File: config.mk
export PLATFORM = sky130hd
export DESIGN_NAME = csa_accumulator
export DESIGN_NICKNAME = d
export VERILOG_FILES = /design/src/rtl/csa_accumulator.sv
export SDC_FILE = /design/constraint.sdc
export NUM_CORES = 1
export LEC_CHECK = 0
export ABC_CLOCK_PERIOD_IN_PS = 3100
export CORE_MARGIN = 2
export CORE_UTILIZATION = 58
export CTS_BUF_LIST = sky130_fd_sc_hd__clkbuf_4
export CTS_CLUSTER_SIZE = 16
export DETAILED_ROUTE_END_ITERATION = 8
export PLACE_DENSITY = 0.83
export SLEW_MARGIN = 0
export SYNTH_ARGS = -nofsm -noshare
export SYNTH_HDL_FRONTEND = slang
export SYNTH_SLANG_ARGS = --single-unit
export TNS_END_PERCENT = 30
File: constraint.sdc
create_clock -name clk -period 3.1 [get_ports clk]
set_input_delay 0.775 -clock clk [delete_from_list [all_inputs] [get_ports clk]]
set_output_delay 0.775 -clock clk [all_outputs]
set_load 0.01 [all_outputs]
File: src/rtl/csa_accumulator.sv
// rtl/csa_accumulator.sv - carry-save packet accumulator with single-cycle resolve
//
// Purpose:
//   Accumulates a packet of signed operands in carry-save form (one CSA level
//   per operand, no carry propagation on the accumulate path). After the last
//   operand, one RESOLVE cycle performs a single carry-propagate add, then the
//   result is held in OUT until the consumer takes it.
//
// Optional feature:
//   CSA_ACC_OVF_EN - when defined, adds port out_ovf, flagging a resolved sum
//   that does not fit in signed WIDTH bits.
//
// Ports:
//   clk        input   1      rising-edge clock
//   rst_n      input   1      asynchronous active-low reset
//   in_valid   input   1      operand present
//   in_ready   output  1      operand accepted this cycle (ACC state only)
//   in_data    input   WIDTH  signed operand
//   in_sub     input   1      0: add, 1: subtract operand
//   in_last    input   1      final operand of the packet
//   out_valid  output  1      result present (OUT state)
//   out_ready  input   1      consumer takes the result
//   out_data   output  AW     resolved signed packet sum, AW = WIDTH+GUARD
//   out_cnt    output  8      operand count, saturating at 255
//   out_ovf    output  1      result outside signed WIDTH range (macro only)

module csa_accumulator #(
  parameter int WIDTH = 16,
  parameter int GUARD = 4
) (
  input  logic                     clk,
  input  logic                     rst_n,
  input  logic                     in_valid,
  output logic                     in_ready,
  input  logic [WIDTH-1:0]         in_data,
  input  logic                     in_sub,
  input  logic                     in_last,
  output logic                     out_valid,
  input  logic                     out_ready,
  output logic [WIDTH+GUARD-1:0]   out_data,
`ifdef CSA_ACC_OVF_EN
  output logic [7:0]               out_cnt,
  output logic                     out_ovf
`else
  output logic [7:0]               out_cnt
`endif
);

  localparam int AW = WIDTH + GUARD;

  typedef enum logic [1:0] {
    ST_ACC     = 2'd0,
    ST_RESOLVE = 2'd1,
    ST_OUT     = 2'd2
  } state_t;

  state_t state;
  state_t state_next;

  logic [AW-1:0] sum_reg;
  logic [AW-1:0] carry_reg;
  logic [AW-1:0] operand_x;
  logic [AW-1:0] sum_next;
  logic [AW-2:0] maj_lo;
  logic [AW-1:0] carry_next;
  logic [AW-1:0] resolved;
  logic          accept;
  logic          release_out;

  // Operand path: sign-extend, then one's complement for subtraction; the
  // missing +1 enters through carry bit 0, which a left-shifted majority
  // vector never occupies.
  always_comb begin
    operand_x  = {{GUARD{in_data[WIDTH-1]}}, in_data} ^ {AW{in_sub}};
    sum_next   = sum_reg ^ operand_x ^ carry_reg;
    // Only the low AW-1 majority bits survive the shift; the top one is the
    // modulo-2^AW discard.
    maj_lo     = (sum_reg[AW-2:0] & operand_x[AW-2:0])
               | (sum_reg[AW-2:0] & carry_reg[AW-2:0])
               | (operand_x[AW-2:0] & carry_reg[AW-2:0]);
    carry_next = {maj_lo, in_sub};
    resolved   = sum_reg + carry_reg;
  end

  always_comb begin
    in_ready    = (state == ST_ACC);
    out_valid   = (state == ST_OUT);
    accept      = in_valid && (state == ST_ACC);
    release_out = out_ready && (state == ST_OUT);
  end

  // Next-state logic
  always_comb begin
    state_next = state;
    case (state)
      ST_ACC: begin
        if (accept && in_last) begin
          state_next = ST_RESOLVE;
        end
      end
      ST_RESOLVE: begin
        state_next = ST_OUT;
      end
      ST_OUT: begin
        if (out_ready) begin
          state_next = ST_ACC;
        end
      end
      default: begin
        state_next = ST_ACC;
      end
    endcase
  end

  always_ff @(posedge clk or negedge rst_n) begin
    if (!rst_n) begin
      state <= ST_ACC;
    end else begin
      state <= state_next;
    end
  end

  // Carry-save state and operand counter
  always_ff @(posedge clk or negedge rst_n) begin
    if (!rst_n) begin
      sum_reg   <= '0;
      carry_reg <= '0;
      out_cnt   <= 8'd0;
    end else if (release_out) begin
      sum_reg   <= '0;
      carry_reg <= '0;
      out_cnt   <= 8'd0;
    end else if (accept) begin
      sum_reg   <= sum_next;
      carry_reg <= carry_next;
      if (out_cnt != 8'hFF) begin
        out_cnt <= out_cnt + 8'd1;
      end
    end
  end

  // Result register: loaded once in RESOLVE, held through OUT
  always_ff @(posedge clk or negedge rst_n) begin
    if (!rst_n) begin
      out_data <= '0;
    end else if (release_out) begin
      out_data <= '0;
    end else if (state == ST_RESOLVE) begin
      out_data <= resolved;
    end
  end

`ifdef CSA_ACC_OVF_EN
  // The sum fits signed WIDTH bits only when the guard bits and the WIDTH
  // sign bit are all copies of one another.
  logic ovf_calc;

  always_comb begin
    ovf_calc = !((&resolved[AW-1:WIDTH-1]) || (~|resolved[AW-1:WIDTH-1]));
  end

  always_ff @(posedge clk or negedge rst_n) begin
    if (!rst_n) begin
      out_ovf <= 1'b0;
    end else if (release_out) begin
      out_ovf <= 1'b0;
    end else if (state == ST_RESOLVE) begin
      out_ovf <= ovf_calc;
    end
  end
`endif

endmodule

* Yosys cells after proc, flatten, opt, wreduce, memory -nomap -nowiden *
Cells that the tools add are included.

cells by class
  order comparisons = 0
  reduce and logical (&&, ||, !) cells = 9
  add/sub/neg operators = 2
  bitwise gates (word level) = 8
  shifts and indexed selects = 0
  eq/ne operators = 5
  multipliers = 0
  mux-type cells = 12
  div/mod/pow operators = 0

operators with widths
  cell                                                                   count
  20-bit 2-to-1 mux                                                      6
  20-bit bitwise XOR                                                     3
  19-bit AND                                                             3
  19-bit bitwise OR                                                      2
  8-bit 2-to-1 mux                                                       3
  20-bit adder                                                           1
  8-bit by 1-bit adder with 8-bit output, second input constant          1
  8-bit != test, second input constant                                   1
  2-bit one-hot mux with 3 select lines                                  1
  2-bit nonzero test                                                     3
  2-bit 2-to-1 mux                                                       2
  2-bit by 1-bit != test with 1-bit output, second input constant        2
  2-bit AND reduction                                                    2
  1-bit logical AND                                                      3
  2-bit by 1-bit equality test with 1-bit output, second input constant  1
  2-bit equality test, second input constant                             1
  2-bit zero test                                                        1

storage, ports and cells
  bits in writable memories = 0
  bits in latches = 0
  memories kept = 0
  bits in read-only memories = 0
  bits in registers = 70
  bits of input ports = 22

* Longest topological paths before layout *
Gate-level depths: netlist (run 1).

  depth after elaboration = 6
  mapped depth = 9
  depth with buffers taken out = 9

* Worst setup path before layout (run 1) *
No wires, ideal clock.

  kind = input to register
  start point = input in_sub
  end point = register sum_reg[10]
  stages on the path = 5
  data required time = 2.970 ns
  setup slack = 0.700 ns
  arrival = 2.270 ns
  cell sequence = clkbuf_1 clkbuf_1 xnor2_1 fa_1 o21ai_0

on the way
  word-level cells in the longest chain between the ends = 5

RTL lines
  what                             line  RTL
  start, declared                  36    input logic in_sub,
  20-bit bitwise XOR               74    operand_x = {{GUARD{in_data[WIDTH-1]}}, in_data} ^ {AW{in_sub}};
  20-bit bitwise XOR (2 in a row)  75    sum_next = sum_reg ^ operand_x ^ carry_reg;
  20-bit 2-to-1 mux                133   end else if (accept) begin
  20-bit 2-to-1 mux                129   end else if (release_out) begin
  end signal, assigned             134   sum_reg <= sum_next;
  end, declared                    60    logic [AW-1:0] sum_reg;

Every way passes these cells. The select of a mux whose other input is x is not followed.
A chain may end at the register's enable or synchronous reset.

* Worst setup path in the final report (run 1) *
  start point = register carry_reg[0]
  end point = register out_data[14]

on the way
  word-level cells in the longest chain between the ends = 3

RTL lines
  what                    line  RTL
  start, declared         61    logic [AW-1:0] carry_reg;
  start signal, assigned  135   carry_reg <= carry_next;
  20-bit adder            82    resolved = sum_reg + carry_reg;
  20-bit 2-to-1 mux       148   end else if (state == ST_RESOLVE) begin
  20-bit 2-to-1 mux       146   end else if (release_out) begin
  end signal, assigned    149   out_data <= resolved;
  end, declared           40    output logic [WIDTH+GUARD-1:0] out_data,

Every way passes these cells. The select of a mux whose other input is x is not followed.

==> flow_summary_export.csv, run 1 <==
group,metric,value,unit
finish,design_area,5200,um2
sta,rsz0062_at_grt,"no",
worst_setup_path,required,3.41,ns
cts,cts_tree,"done",
placed_design,dpl_cell_area,5060,um2
placed_design,hpwl,7.57,mm
synth,synth_cells,480,
placed_design,place.gp.congestion,0.933,
worst_setup_path,critPathTopFamily,"compound AO/OA/AOI/OAI gates",
worst_setup_path,crit_arrival,2.82,ns
synth,async_flop_share,100,%
finish,fin_cells,635,
grt,grt_pass1_vias,3546,
sta,hold-worst-slack,0.316,ns
sta,min_period,2.51,ns
power,p_clk_share,12.8,%
worst_setup_path,start_kind,"register",
sta,worst_clock_skew,0.00967,ns
cts,cts_setup_buffers,0,
sta,slew_headroom,55.2,%
worst_setup_path,cp_cell_sequence,"ha_1 > inv_1 > fa_1 > nand2b_1 > a21oi_1 > o21ai_0 > a21oi_1 > mux2i_1 > o311ai_0",
status,status,"completed",
finish,num-nets-final,593,
power,ir_drop,429,uV
power,power_frac_seq,33.2,%
power,p_per_area,907,nW/um2
finish,drive_gt1_share,6.53,%
sta,finalMaxSlewViolations,0,
sta,finalHoldViolations,0,
power,comb_power_share,54.1,%
drt,drt_iter0_drc,222,
power,p_sw,2.09,mW
cts,numCtsBuffers,9,
drt,wl_per_cell,15.8,um
cts,clockBufferDepth,2,
power,intPower,2.63,mW
cts,clk_latency,0.44,ns
drt,via_per_inst,5.68,
cts,ctsHtreeMaxLevel,3,
finish,area_delta_synth_final,16.8,%
grt,antenna_found_initial,0,
sta,clock.fmax,398,MHz
cts,cts_sinks,70,
floorplan,die_y,91.6,um
grt,grt_usage,26.4,%
finish,antenna_cells,0,
worst_setup_path,endpoint_kind,"register",
cts,cts_resized,0,
floorplan,initial_core_util,60.7,%
worst_hold_path,hp-class,"in -> async",
worst_setup_path,cp_slowest_stage_delay,0.40,ns
synth,synthFlopType,"dfrtp_1",
synth,postSynthNetCount,542,
drt,wl,10.0,mm
synth,avgSynthCellArea,9.27,um2
placed_design,port_buffers,51,
worst_setup_path,crit_type,"reg -> reg",
synth,ys_seq_area_share,39.4,%
flow_run,drv_cap,0,
finish,mostFrequentLayoutCells,"70 x dfrtp_1, 50 x nand2_1, 50 x clkdlybuf4s50_1",
grt,grt_max_degree,54,
drt,drt_pass1_iterations,4,
floorplan,die_w,91.6,um
worst_setup_path,critPathMostFrequentCell,"a21oi_1",
power,p_leak,2.31,nW
cts,clkSlewWorstSetupHoldPaths,0.12,ns
drt,vias,3607,
synth,synth-edff-count,0,
cts,ctsHoldBuffers,0,
cts,root_buffer,"clkbuf_4",
floorplan,core,7330,um2
grt,grt-ovfl-total,0,
worst_setup_path,path_max_fanout,4,
synth,yosys_register_bits,70,
drt,ant_nets,0,
sta,fin_setup_tns,0,ns
sta,worst_pin_slew,0.670,ns
worst_setup_path,slowest_stage,"dfrtp_1",
power,switching_share,44.3,%
floorplan,rows,31,
synth,yosys.cell_types.count,56,
drt,post-route-drc-count,0,
sta,setup_violations,0,
synth,ys_warn_count,0,
floorplan,top_level_ports,52,
placed_design,place_inst,619,
grt,grt_pass1_wl,17.4,mm
finish,final_util,70.9,%
sta,finalCritPeriodShare,81.0,%
synth,syn_area,4450,um2
finish,final_common_cell,"dfrtp_1",
worst_setup_path,crit_buf_inv,1,
floorplan,dieArea,8390,um2
## power by group through the flow
stage                     Sequential, mW  Combinational (mW)  Clock [mW]
after floorplan                     1.56                1.70           0
after global placement              1.56                2.40           0
after detailed placement            1.58                2.53           0
after CTS                           1.56                2.55       0.610
after global routing                1.61                2.88       0.651
final                               1.56                2.55       0.602
## routing by layer
metal	vias to the layer above	track usage [%]	wire (um)
li1	1736	-	-
met1	1765	37.7	4760
met2	93	40.3	4690
met3	13	3.49	376
met4	0	11.6	194
met5	-	0	0
## worst paths after layout
| kind | start | end | slack, ns | cells past startpoint |
|---|---|---|---|---|
| setup / recovery | carry_reg[0]$_DFFE_PN0P_ | out_data[14]$_DFFE_PN0P_ | 0.59 | 9 |
| hold reg to reg | out_data[9]$_DFFE_PN0P_ | out_data[9]$_DFFE_PN0P_ | 0.50 | 2 |
| setup reg to reg | carry_reg[0]$_DFFE_PN0P_ | out_data[14]$_DFFE_PN0P_ | 0.59 | 9 |
| min in group clk | out_data[9]$_DFFE_PN0P_ | out_data[9]$_DFFE_PN0P_ | 0.50 | 2 |
| max in group asynchronous | rst_n | out_data[9]$_DFFE_PN0P_ | 2.00 | 2 |
| hold / removal | rst_n | out_cnt[0]$_DFFE_PN0P_ | 0.32 | 1 |
## cell usage after synthesis (3+ instances only)
master,number,share of area (%)
dfrtp_1,70,39
nand2_1,50,4.2
inv_1,47,4.0
nor2_1,46,3.9
o21ai_0,44,4.9
a21oi_1,27,3.0
xnor2_1,23,4.5
fa_1,20,9.0
ha_1,20,5.6
clkbuf_1,18,1.5
nand3_1,17,1.9
xor2_1,10,2.0
and3_1,7,0.98
a21o_1,5,0.84
a22o_1,4,0.79
nand2b_1,4,0.56
nand4_1,4,0.56
nor3_1,4,0.45
o31ai_1,4,0.67
a211o_1,3,0.59
a211oi_1,3,0.51
and2_1,3,0.42
nor2b_1,3,0.42
o211ai_1,3,0.51
## logic make-up (layout without fill, tap and decap cells)
group           count (synthesis)  in the layout  synth area share [%]
simple gates                  149            149                  15.4
compound gates                118            118                  17.5
flops                          70             70                  39.4
buf+inv                        67            123                  5.91
fa+ha+maj                      40             40                  14.6
xor+xnor                       33             33                  6.50
mux                             3              3                 0.703
## worst reg2reg max path, stage by stage (launching register included)
cell and delay, ns:
dfrtp_1 0.40, ha_1 0.18, inv_1 0.06, fa_1 0.40, nand2b_1 0.20, a21oi_1 0.26, o21ai_0 0.28, a21oi_1 0.27
mux2i_1 0.20, o311ai_0 0.14
## per-stage QoR
stage               total power, mW  setup WS [ns]
global placement               3.96          0.472
detailed placement             4.11          0.346
CTS                            4.72          0.590
floorplan                      3.27          0.700
global route                   5.15          0.441
finish                         4.71          0.587
## area by class of cell
cell class                 instances  area [um2]
sequential                        70        1750
tap                               99         124
fill                             580        2130
clock buffer                      10        75.1
multi-input combinational        343        2430
inverter                          47         176
clock inverter                     6        62.6
timing repair buffer              60         573
Power figures use the tool's default switching activity.
==> run 2, diff against run 1 <==
--- a/config.mk
+++ b/config.mk
@@ -5,7 +5,7 @@
 export SDC_FILE = /design/constraint.sdc
 export NUM_CORES = 1
 export LEC_CHECK = 0
-export ABC_CLOCK_PERIOD_IN_PS = 3100
+export ABC_CLOCK_PERIOD_IN_PS = 2570
 export CORE_MARGIN = 2
 export CORE_UTILIZATION = 58
 export CTS_BUF_LIST = sky130_fd_sc_hd__clkbuf_4
==> constraint.sdc (replaced) <==
create_clock -name clk -period 2.57 [get_ports clk]
set_input_delay 0.6425 -clock clk [delete_from_list [all_inputs] [get_ports clk]]
set_output_delay 0.6425 -clock clk [all_outputs]
set_load 0.01 [all_outputs]
==> run 2 against run 1 <==
Effect of this change: combinational power up 22%; core utilization grew 0.97 points; first-iteration DRC count increased by 45%; sequential share of layout area is 0.46 points lower; via count grew 1.6%; clock-buffer cell count unchanged; cell area increased by 1.4%; critical path depth is 2 lower; largest power group unchanged; sequential power grew 21%; cell count up 0.47%; highest routed layer unchanged.
==> flow_summary_export.csv, run 2 (synthesized netlist as in run 1, its figures left out) <==
group,metric,value,unit
status,status,"completed",
drt,ant_nets,0,
cts,root_buffer,"clkbuf_4",
floorplan,rows,31,
worst_setup_path,path_max_fanout,4,
cts,clockBufferDepth,2,
finish,area_delta_synth_final,18.4,%
drt,met3WireLength,584,um
cts,clk_latency,0.43,ns
drt,drt_pass1_iterations,5,
floorplan,die_y,91.6,um
worst_setup_path,cp_cell_sequence,"ha_1 > and2_4 > a221oi_4 > nand2_2 > a211o_1 > or3_1 > a32o_1",
sta,rsz0062_at_grt,"no",
placed_design,dp_slack,0.150,ns
floorplan,core,7330,um2
drt,wl_per_cell,15.9,um
grt,grt_usage,27.0,%
sta,setup_violations,0,
worst_setup_path,crit_arrival,2.78,ns
worst_setup_path,critPathTopFamily,"compound AO/OA/AOI/OAI gates",
power,ir_drop,494,uV
sta,finalCritPeriodShare,95.1,%
worst_setup_path,start_kind,"register",
floorplan,initial_core_util,60.7,%
power,p_leak,2.35,nW
worst_setup_path,slowest_stage,"dfrtp_1",
grt,grt_pass1_wl,18.1,mm
power,p_per_area,1100,nW/um2
drt,drt-met1-wl,4.61,mm
finish,drive_gt1_share,7.24,%
finish,final_common_cell,"dfrtp_1",
sta,fin_setup_tns,0,ns
finish,num-nets-final,597,
drt,highest_layer,"met4",
cts,cts_sinks,70,
worst_setup_path,cp_slowest_stage_delay,0.42,ns
grt,antenna_found_initial,0,
sta,setup_ws,0.126,ns
drt,wl,10.2,mm
cts,cts_setup_buffers,0,
cts,ctsHtreeMaxLevel,3,
floorplan,die_w,91.6,um
placed_design,dpl_cell_area,5110,um2
drt,wl_met2,4.79,mm
worst_setup_path,startpoint,"sum_reg[4]$_DFFE_PN0P_",
sta,finalHoldViolations,0,
finish,antenna_cells,0,
sta,clock.fmax,409,MHz
drt,vias,3663,
worst_setup_path,crit_type,"reg -> reg",
sta,worst_pin_slew,0.692,ns
sta,finalMaxSlewViolations,0,
placed_design,hpwl,7.61,mm
cts,clkSlewWorstSetupHoldPaths,0.12,ns
drt,post-route-drc-count,0,
worst_setup_path,rr_startpoint,"sum_reg[4]$_DFFE_PN0P_",
worst_setup_path,endpoint_kind,"register",
finish,final_util,71.9,%
floorplan,top_level_ports,52,
cts,cts_tree,"done",
grt,grt-ovfl-total,0,
worst_setup_path,crit_buf_inv,0,
finish,mostFrequentLayoutCells,"70 x dfrtp_1, 50 x nand2_1, 50 x clkdlybuf4s50_1",
sta,slew_headroom,53.9,%
worst_setup_path,required,2.91,ns
sta,hold-worst-slack,0.152,ns
sta,min_period,2.44,ns
sta,worst_clock_skew,0.0157,ns
grt,grt_max_degree,54,
placed_design,place.gp.congestion,1.01,
cts,numCtsBuffers,9,
worst_hold_path,hp-class,"in -> async",
flow_run,drv_cap,0,
floorplan,dieArea,8390,um2
placed_design,port_buffers,51,
drt,drt_iter0_drc,322,
finish,design_area,5270,um2
drt,via_per_inst,5.74,
grt,grt_pass1_vias,3716,
run 2: cell types whose count changed in the layout (fill, tap and decap cells not counted), sizes merged:
cell,before,now
buf,10,14
clkinv,4,2
bufinv,1,2
run 2: report_power, final:
group | switching, mW | internal, mW | leakage (nW)
sequential | 0.361 | 1.53 | 0.905
combinational | 1.76 | 1.34 | 1.37
clock | 0.399 | 0.394 | 0.0776
run 2: cell type report:
| type | count | area, um2 |
|---|---|---|
| Sequential cell | 70 | 1750 |
| Clock buffer | 10 | 75.1 |
| Inverter | 47 | 176 |
| Clock inverter | 5 | 75.1 |
| Multi-Input combinational cell | 343 | 2440 |
| Timing Repair Buffer | 64 | 628 |
| Tap cell | 99 | 124 |
| Fill cell | 552 | 2060 |
run 2: routing by layer:
| metal | vias up | GRT usage (%) |
|---|---|---|
| li1 | 1740 | - |
| met1 | 1788 | 38.6 |
| met2 | 118 | 41.9 |
| met3 | 17 | 4.15 |
| met4 | 0 | 9.97 |
| met5 | - | 0 |
run 2: path summary, 6_finish.rpt:
path                                       endpoint  slack, ns  cells after the start
hold reg to reg            out_data[16]$_DFFE_PN0P_       0.50                      2
min in group clk           out_data[16]$_DFFE_PN0P_       0.50                      2
setup / recovery           out_data[15]$_DFFE_PN0P_       0.13                      7
max in group asynchronous  out_data[12]$_DFFE_PN0P_       1.74                      2
hold / removal               out_cnt[2]$_DFFE_PN0P_       0.15                      1
setup reg to reg           out_data[15]$_DFFE_PN0P_       0.13                      7
run 2: repair_timing:
action	in CTS	in global routing
hold buffers	0	0
setup endpoints to repair	0	1
gates resized for setup	0	2
run 2: stage by stage:
step / power (mW) / instances
after CTS: 5.77 / 638
after detailed placement: 4.96 / 623
after global routing: 6.32 / 638
after floorplan: 3.94 / 480
final: 5.79 / 638
after global placement: 4.80 / 623
run 2: worst reg2reg max path: stages (launching register included):
cell and delay (ns):
dfrtp_1 0.42, ha_1 0.39, and2_4 0.19, a221oi_4 0.32, nand2_2 0.13, a211o_1 0.33
or3_1 0.33, a32o_1 0.25
